[src/rtl/pci_pkg.sv]
// Shared PCI arbiter definitions: FSM states, slot count and address decode.
// Also reused by device models that need the same decode rules.
package pci_pkg;

  typedef enum logic [2:0] {
    IDLE  = 3'd0,
    GRANT = 3'd1,
    ADDR  = 3'd2,
    DATA  = 3'd3,
    TURN  = 3'd4
  } state_t;

  localparam int NSLOT = 3;
  localparam int DEC_LO = 4;
  localparam int DEC_HI = 5;
  localparam logic [1:0] NO_TARGET = 2'b11;

  // A master never selects itself as target.
  function automatic logic [NSLOT-1:0] slot_decode(
    input logic [1:0] field,
    input logic [1:0] own
  );
    logic [NSLOT-1:0] oh;
    oh = '0;
    unique case (1'b1)
      (field == NO_TARGET) || (field == own): oh = '0;
      default: oh = {{(NSLOT-1){1'b0}}, 1'b1} << field;
    endcase
    return oh;
  endfunction

endpackage

[src/rtl/pci_arbiter_rr_pick.sv]
// Round-robin winner search over the request vector.
// The search starts one slot past the last owner and wraps.
module rr_pick
  import pci_pkg::*;
(
  input  logic [NSLOT-1:0] req,
  input  logic [1:0]       last,
  output logic             valid,
  output logic [1:0]       idx
);

  logic [2:0] start;
  logic [2:0] c;

  always_comb begin
    start = (last >= 2'(NSLOT - 1)) ? 3'd0 : {1'b0, last} + 3'd1;
    valid = 1'b0;
    idx = '0;
    c = '0;
    for (int k = 0; k < NSLOT; k++) begin
      c = start + 3'(k);
      if (c >= 3'(NSLOT)) c = c - 3'(NSLOT);
      if (!valid && req[c[1:0]]) begin
        valid = 1'b1;
        idx = c[1:0];
      end
    end
  end

endmodule

[src/rtl/pci_arbiter.sv]
// Three-slot PCI bus arbiter with target decode and master-abort detection.
// Shared bus lines are pulled up, so anything other than a driven 0 reads high.
module pci_arbiter
  import pci_pkg::*;
#(
  parameter int GNT_TIMEOUT = 16,
  parameter int DEVSEL_WINDOW = 4
) (
  input  logic        clk,
  input  logic        areset,
  input  logic [2:0]  req_n,
  output logic [2:0]  gnt_n,
  input  logic        frame_n,
  input  logic        irdy_n,
  input  logic        seldev_n,
  input  logic [31:0] addr_data,
  output logic [2:0]  sel_slot,
  output logic [1:0]  owner,
  output logic        bus_busy,
  output logic        master_abort
);

  localparam int GW = $clog2(GNT_TIMEOUT + 1);

  state_t         state, state_nx;
  logic [1:0]     owner_q, owner_nx;
  logic [GW-1:0]  gcnt, gcnt_nx;
  logic [2:0]     dcnt, dcnt_nx;
  logic           claimed, claimed_nx;
  logic [2:0]     sel_q, sel_nx;
  logic           abort_q, abort_nx;

  logic frame_hi, irdy_hi, seldev_hi;
  logic pick_valid;
  logic [1:0] pick_idx;
  logic addr_unused;

  assign frame_hi  = (frame_n !== 1'b0);
  assign irdy_hi   = (irdy_n !== 1'b0);
  assign seldev_hi = (seldev_n !== 1'b0);
  assign addr_unused = ^{addr_data[31:DEC_HI+1], addr_data[DEC_LO-1:0]};

  rr_pick u_pick (
    .req   (~req_n),
    .last  (owner_q),
    .valid (pick_valid),
    .idx   (pick_idx)
  );

  always_comb begin
    state_nx = state;
    owner_nx = owner_q;
    gcnt_nx = gcnt;
    dcnt_nx = dcnt;
    claimed_nx = claimed;
    sel_nx = '0;
    abort_nx = 1'b0;
    unique case (state)
      IDLE: begin
        if (pick_valid && frame_hi && irdy_hi) begin
          state_nx = GRANT;
          owner_nx = pick_idx;
          gcnt_nx = '0;
        end
      end
      GRANT: begin
        if (!frame_hi) begin
          state_nx = ADDR;
          sel_nx = slot_decode(addr_data[DEC_HI:DEC_LO], owner_q);
          dcnt_nx = '0;
          claimed_nx = 1'b0;
        end else if (gcnt == GW'(GNT_TIMEOUT - 1)) begin
          state_nx = IDLE;
        end else begin
          gcnt_nx = gcnt + 1'b1;
        end
      end
      ADDR: begin
        state_nx = DATA;
        dcnt_nx = 3'd1;
        if (!seldev_hi) claimed_nx = 1'b1;
      end
      DATA: begin
        if (dcnt != 3'd7) dcnt_nx = dcnt + 3'd1;
        if (!seldev_hi) claimed_nx = 1'b1;
        if (dcnt == 3'(DEVSEL_WINDOW - 1) && !claimed && seldev_hi)
          abort_nx = 1'b1;
        if (frame_hi && irdy_hi) state_nx = TURN;
      end
      TURN: state_nx = IDLE;
      default: state_nx = IDLE;
    endcase
  end

  always_ff @(posedge clk) begin
    if (areset) begin
      state <= IDLE;
      owner_q <= 2'(NSLOT - 1);
      gcnt <= '0;
      dcnt <= '0;
      claimed <= 1'b0;
      sel_q <= '0;
      abort_q <= 1'b0;
    end else begin
      state <= state_nx;
      owner_q <= owner_nx;
      gcnt <= gcnt_nx;
      dcnt <= dcnt_nx;
      claimed <= claimed_nx;
      sel_q <= sel_nx;
      abort_q <= abort_nx;
    end
  end

  assign gnt_n = (state == GRANT) ? ~(3'b001 << owner_q) : 3'b111;
  assign sel_slot = sel_q;
  assign owner = owner_q;
  assign bus_busy = (state != IDLE);
  assign master_abort = abort_q;

endmodule

[config.mk]
export PLATFORM = sky130hd
export DESIGN_NAME = pci_arbiter
export DESIGN_NICKNAME = d
export VERILOG_FILES = /design/src/rtl/pci_pkg.sv /design/src/rtl/pci_arbiter_rr_pick.sv /design/src/rtl/pci_arbiter.sv
export SDC_FILE = /design/constraint.sdc
export NUM_CORES = 1
export LEC_CHECK = 0
export BUFFER_PORTS_ARGS = -buffer_cell sky130_fd_sc_hd__buf_2
export CAP_MARGIN = 10
export CELL_PAD_IN_SITES_DETAIL_PLACEMENT = 1
export CELL_PAD_IN_SITES_GLOBAL_PLACEMENT = 1
export CORE_ASPECT_RATIO = 1.2
export CORE_UTILIZATION = 28
export DETAILED_ROUTE_END_ITERATION = 10
export HOLD_SLACK_MARGIN = 0.03
export MAX_ROUTING_LAYER = met4
export PLACE_DENSITY_LB_ADDON = 0.1
export SKIP_LAST_GASP = 1
export SLEW_MARGIN = 20
export SYNTH_ARGS = -nofsm -noshare
export SYNTH_HDL_FRONTEND = slang
export SYNTH_SLANG_ARGS = --single-unit
export TNS_END_PERCENT = 1
[constraint.sdc]
create_clock -name clk -period 1.5 [get_ports clk]
set_input_delay 0.3 -clock clk [delete_from_list [all_inputs] [get_ports clk]]
set_output_delay 0.3 -clock clk [all_outputs]
set_load 0.1 [all_outputs]
* After elaboration in Yosys (flattened, before gate mapping)
Cells that the tools add are included.
** Word-level totals
- Word-level logic and storage cells :: 104
- Bits in registers :: 18
** Cells by class
- Add/sub/neg operators :: 8
- Shift operators :: 2
- Eq/ne operators :: 19
- Reduce and logical (&&, ||, !) cells :: 24
- Multiplexer cells :: 33
- Bitwise operators :: 4
- $lt $le $gt $ge :: 7
** Operators by type and width (count)
- 3-bit 2-to-1 mux :: 8
- 5-bit 2-to-1 mux :: 3
- 2-bit != test, second input constant :: 7
- 2-bit 2-to-1 mux :: 6
- 3-bit case mux with 4 select lines :: 1
- 5-bit case mux with 2 select lines :: 1
- 3-bit by 2-bit equality test with 1-bit output, second input constant :: 3
- 3-bit by 2-bit greater-or-equal comparator with 1-bit output, second input constant :: 3
- 2-bit by 3-bit < comparator with 1-bit output, second input constant :: 3
- 1-bit 2-to-1 mux :: 9
- 3-bit case mux with 3 select lines :: 1
- 3-bit AND reduction :: 3
- 1-bit logical AND :: 7
- 3-bit by 1-bit adder with 3-bit output, second input constant :: 2
- 1-bit binary-select mux with 2-bit select :: 3
- 3-bit != test, second input constant :: 2
- 3-bit inverter :: 2
- 3-bit nonzero test :: 2
- 1-bit by 2-bit left shift with 3-bit output, first input constant :: 2
- 2-bit subtractor, second input constant :: 3
- 5-bit by 1-bit adder with 5-bit output, second input constant :: 1
- 5-bit by 4-bit equality test with 1-bit output, second input constant :: 1
- 4-bit AND reduction :: 1
- 2-bit nonzero test :: 2
- 15 further kinds :: 21

* Logic depth before layout (Yosys ltp)
- Depth after elaboration :: 17
- Mapped depth :: 7

* Cells and area by module
From an unflattened synthesis, not the netlist that was laid out.
** Second synthesis, totals
- Cells, all modules :: 110
- Area, all modules :: 953.4 um^2
** Modules (own cells, without submodules)
- pci_arbiter :: seq. area each 360.3 um^2, instances 1, area each 903.4 um^2, cells each 102
- rr_pick :: seq. area each 0.0 um^2, instances 1, area each 50.0 um^2, cells each 8

* Least setup slack after synthesis
Ideal clock, no wire load.
- Path kind :: register to output
- From :: register owner_q[1], in the netlist owner[1]
- To :: output gnt_n[1]
- Buffers on the path :: 0
- Stages on the path, launching flop included :: 3
- Data required time :: 1200 ps
- Path slack :: -741 ps
- Data arrival time :: 1941 ps
- Cells stage by stage :: dfxtp_1 > nand2b_1 > or2_1
** On the way
- Longest elaborated chain between the ends :: 3
** RTL lines
- start, declared :: RTL line pci_arbiter.sv:26 : logic [1:0] owner_q, owner_nx;
- start signal, assigned :: RTL line pci_arbiter.sv:98 : owner_q <= 2'(NSLOT - 1);
- start signal, assigned :: RTL line pci_arbiter.sv:106 : owner_q <= owner_nx;
- 1-bit by 2-bit left shift with 3-bit output :: RTL line pci_arbiter.sv:115 : assign gnt_n = (state == GRANT) ? ~(3'b001 << owner_q) : 3'b111;
- 3-bit inverter :: RTL line pci_arbiter.sv:115
- 3-bit 2-to-1 mux :: RTL line pci_arbiter.sv:115
- end, declared :: RTL line pci_arbiter.sv:12 : output logic [2:0] gnt_n,
Every way passes these cells.

* Worst setup path in the final report
- From :: register state[2]
- To :: output gnt_n[1]
** On the way
- Longest elaborated chain between the ends :: 2
** RTL lines
- start, declared :: RTL line pci_arbiter.sv:25 : state_t state, state_nx;
- start signal, assigned :: RTL line pci_arbiter.sv:105 : state <= state_nx;
- 3-bit by 1-bit equality test with 1-bit output :: RTL line pci_arbiter.sv:115
- 3-bit 2-to-1 mux :: RTL line pci_arbiter.sv:115
Every way passes these cells.

==> metrics.txt <==
status=finished, violations left; violations in the final reports=negative setup slack; drt first pass iters=4; switching share of total power=31.6%; global-route wire length before repair=4760 um; RePlAce Congestion=~0.8; Setup Slack @ Placement=-0.159 ns; part of the total power dissipated in the clock network=between 30% and 40%; CTS sink count=18; register share of total power=38.4%; site row count=23; Final Total Pwr=0.00132 W; Cell Int Power=roughly 0.0009 W; final cell count without fillers=between 150 and 200; top-count cell post-synth=dfxtp_1; Crit. End Element=output pin; cell count after placement=~190; growth of design area from synthesis to finish=46.3%; net count of the mapped netlist=157; overall via count from detail_route=around 1,000; Synth Area per Inst=8.90 um2; vias in the first global route=1,058; NumNets Final=202; total of fill cells in the finished design=~410; most used standard cells in the synthesized netlist=18 x dfxtp_1, 9 x nor2_1, 6 x a21oi_1, 6 x o21ai_0; CP max stage delay=approximately 0.40 ns; number of endpoints with negative hold slack in the final report=0; Register-to-Register Setup Slack=-0.14 ns; shortest period the worst path allows=1.69 ns; Hold Path Origin=addr_data[4]; Core Region=between 3000 and 4000 um2; antenna violation net count after detailed routing=0; average wire per cell in the routed design=between 10 and 15 um; total of flip-flops plus latches after synthesis=18; slowest stage cell on the critical path=or3b_4; peak fanout along the critical path=3; combinational share of power=between 30 and 40%; total detailed-routing wirelength=about 2800 um; share of synthesized flip-flops with an asynchronous set or reset=0%; warnings from Yosys=0; Setup Skew=around 0.0023 ns; number of buffers inserted by hold repair at cts=0; Total GRT Usage=approximately 17%; Relative slew margins=roughly two thirds; Worst VDD drop=roughly 700 uV; largest cells by area after synthesis=dfxtp_1 36%, ha_1 6.3%, nor3b_2 3.8%; total leakage power=roughly 0.64 nW; die area=around 3800 um2; count of maximum capacitance violations=0; Starting DRT DRC Count=18; reg2reg start=gcnt[0]; Die Width=about 56 um; flip-flop cell with the highest count after synthesis=dfxtp_1; HPWL after detailed placement=roughly 2300 um; ratio of cells with drive above 1 in the final layout=roughly 44%; count of distinct cell types in the synthesized netlist=43; period utilization=113%; final setup fails=12; post-synthesis sequential area ratio=36.1%; post-synthesis cell area=around 1000 um2; port bufs=19; worst min path class=input port to flip-flop; Crit Path Category=flip-flop to output pin; top-area cell type share of the netlist area=a little over a third; largest net degree at the start of global routing=15; category of cells accounting for the largest share of critical-path delay=simple AND/OR/NAND/NOR gates; data arrival at the endpoint of the critical path=between 1 and 1.5 ns; power density relative to cell area=just over 900 nW/um2; ratio of routed vias to standard cells=about 5.2; Pins Over Slew Limit=0; die outline height=roughly 67 um; unrepaired setup endpoints after global routing=true; top-level I/O count=50; final design instance area without fill=1460 um2; later-pin clock latency in the skew report=between 0.2 and 0.3 ns; TritonCTS clock tree=yes; total congestion overflow after global routing=0; Inserted Clock Buffers=3; net switching power of the design=between 0.0004 and 0.0005 W; critical path, cell by cell=or3b_4 -> or2_4 -> buf_12; CP required=around 1.2 ns; maximum clock frequency=between 500 and 600 MHz; number of inserted diodes=0; setup ws final=-0.195 ns; number of flops mapped to enable cells by yosys=0; CTS clk-pin slew, worst paths=about 0.08 ns; startpoint type of the worst setup path=flip-flop; number of buffers between clock root and the deepest sink=2; cells after synthesis=~110; Worst-Margin Slew=0.494 ns; H-tree levels=1; root buffer cell=clkbuf_8; number of DRC violations after detailed routing=0; area of placed instances=between 1000 and 1500 um2; Critical Path Start=state[2]; total buffers and inverters traversed by the critical path=1; initial standard-cell utilization of the core=~30%; antenna violations before repair=0; leading area contributor after synthesis=dfxtp_1
[registers in the layout (all words and copies together), names as in the netlist]
| signal | count |
|---|---|
| state | 3 |
| sel_slot | 3 |
| master_abort | 1 |
| dcnt | 3 |
| claimed | 1 |
| gcnt | 5 |
| owner | 2 |
[cell families (layout without fill, tap and decap cells)]
logic type | Yosys count | after routing | synth area share [%]
AND/OR/NAND/NOR | 49 | 49 | 30.9
AO/OA/AOI/OAI | 26 | 26 | 18.1
flip-flops | 18 | 18 | 36.1
buffers and inverters | 11 | 55 | 5.77
adder cells (fa/ha/maj) | 5 | 5 | 6.27
multiplexers | 2 | 2 | 2.01
XOR/XNOR | 1 | 1 | 0.878
[per-stage QoR]
step,util (%),hold WS [ns],setup TNS (ns)
2_1_floorplan,-,0.370,-1.19
3_3_place_gp,39.3,0.409,-0.891
3_5_place_dp,39.3,0.444,-1.10
4_1_cts,42.9,0.227,-1.82
5_1_grt,43.3,0.224,-2.46
6_report,43.3,0.227,-1.38
[area by class of cell]
class / count / area, um2 / share of cell area [%]
Timing Repair Buffer: 45 / 358 / 24.5
Clock buffer: 4 / 55.1 / 3.77
Inverter: 6 / 22.5 / 1.54
Tap cell: 37 / 46.3 / 3.17
Multi-Input combinational cell: 83 / 612 / 41.9
Sequential cell: 18 / 365 / 25.0
[path summary, 6_finish.rpt]
path / end / cells past startpoint
worst max-delay path: gnt_n[1] / 3
worst min-delay path: sel_slot[0] / 2
worst max register to register: gcnt[4] / 8
worst min register to register: master_abort / 1
[repair_timing]
item | 4_1_cts | 5_1_grt
setup buffers | 1 | 0
endpoints found under the setup margin | 14 | 15
resized for setup | 16 | 5
pin swaps | 4 | 2
[placed cells by master, fill, tap and decap left out, types with 2 or more instances in the layout]
master / netlist / layout
buf_12: 0 / 4
or3b_1: 2 / 2
buf_2: 1 / 15
nand2_1: 5 / 4
buf_4: 2 / 24
o21ai_0: 6 / 6
inv_1: 5 / 4
nor2_1: 9 / 9
inv_2: 1 / 2
mux2i_1: 2 / 2
or2_4: 0 / 2
nor3_1: 3 / 2
a21oi_1: 6 / 6
nand3_1: 5 / 5
clkbuf_8: 0 / 4
buf_6: 1 / 2
ha_1: 5 / 4
dfxtp_1: 18 / 14
a21boi_1: 2 / 2
dfxtp_2: 0 / 4
nand3b_1: 3 / 3
nand2b_1: 2 / 2
nand4_1: 2 / 2
nor4_1: 3 / 3
nor3b_2: 3 / 2
a211o_1: 2 / 2
and3_1: 3 / 3
[routing by layer]
layer | part of all wire, % | routed length (um) | track usage [%] | up-vias
met3 | 2.0 | 56 | 1.34 | 4
met2 | 52 | 1470 | 31.9 | 14
met1 | 45 | 1280 | 18.1 | 489
met5 | 0 | 0 | - | -
li1 | - | - | - | 492
met4 | 1.3 | 36 | 5.79 | 0
[power by group through the flow]
stage          registers (W)  clock network [W]  logic (W)
6_report            0.000507           0.000416   0.000397
2_1_floorplan       0.000544                  0   0.000189
3_5_place_dp        0.000518                  0   0.000367
4_1_cts             0.000507           0.000428   0.000394
3_3_place_gp        0.000517                  0   0.000359
5_1_grt             0.000510           0.000449   0.000426
(Power assumes the default switching activity.)
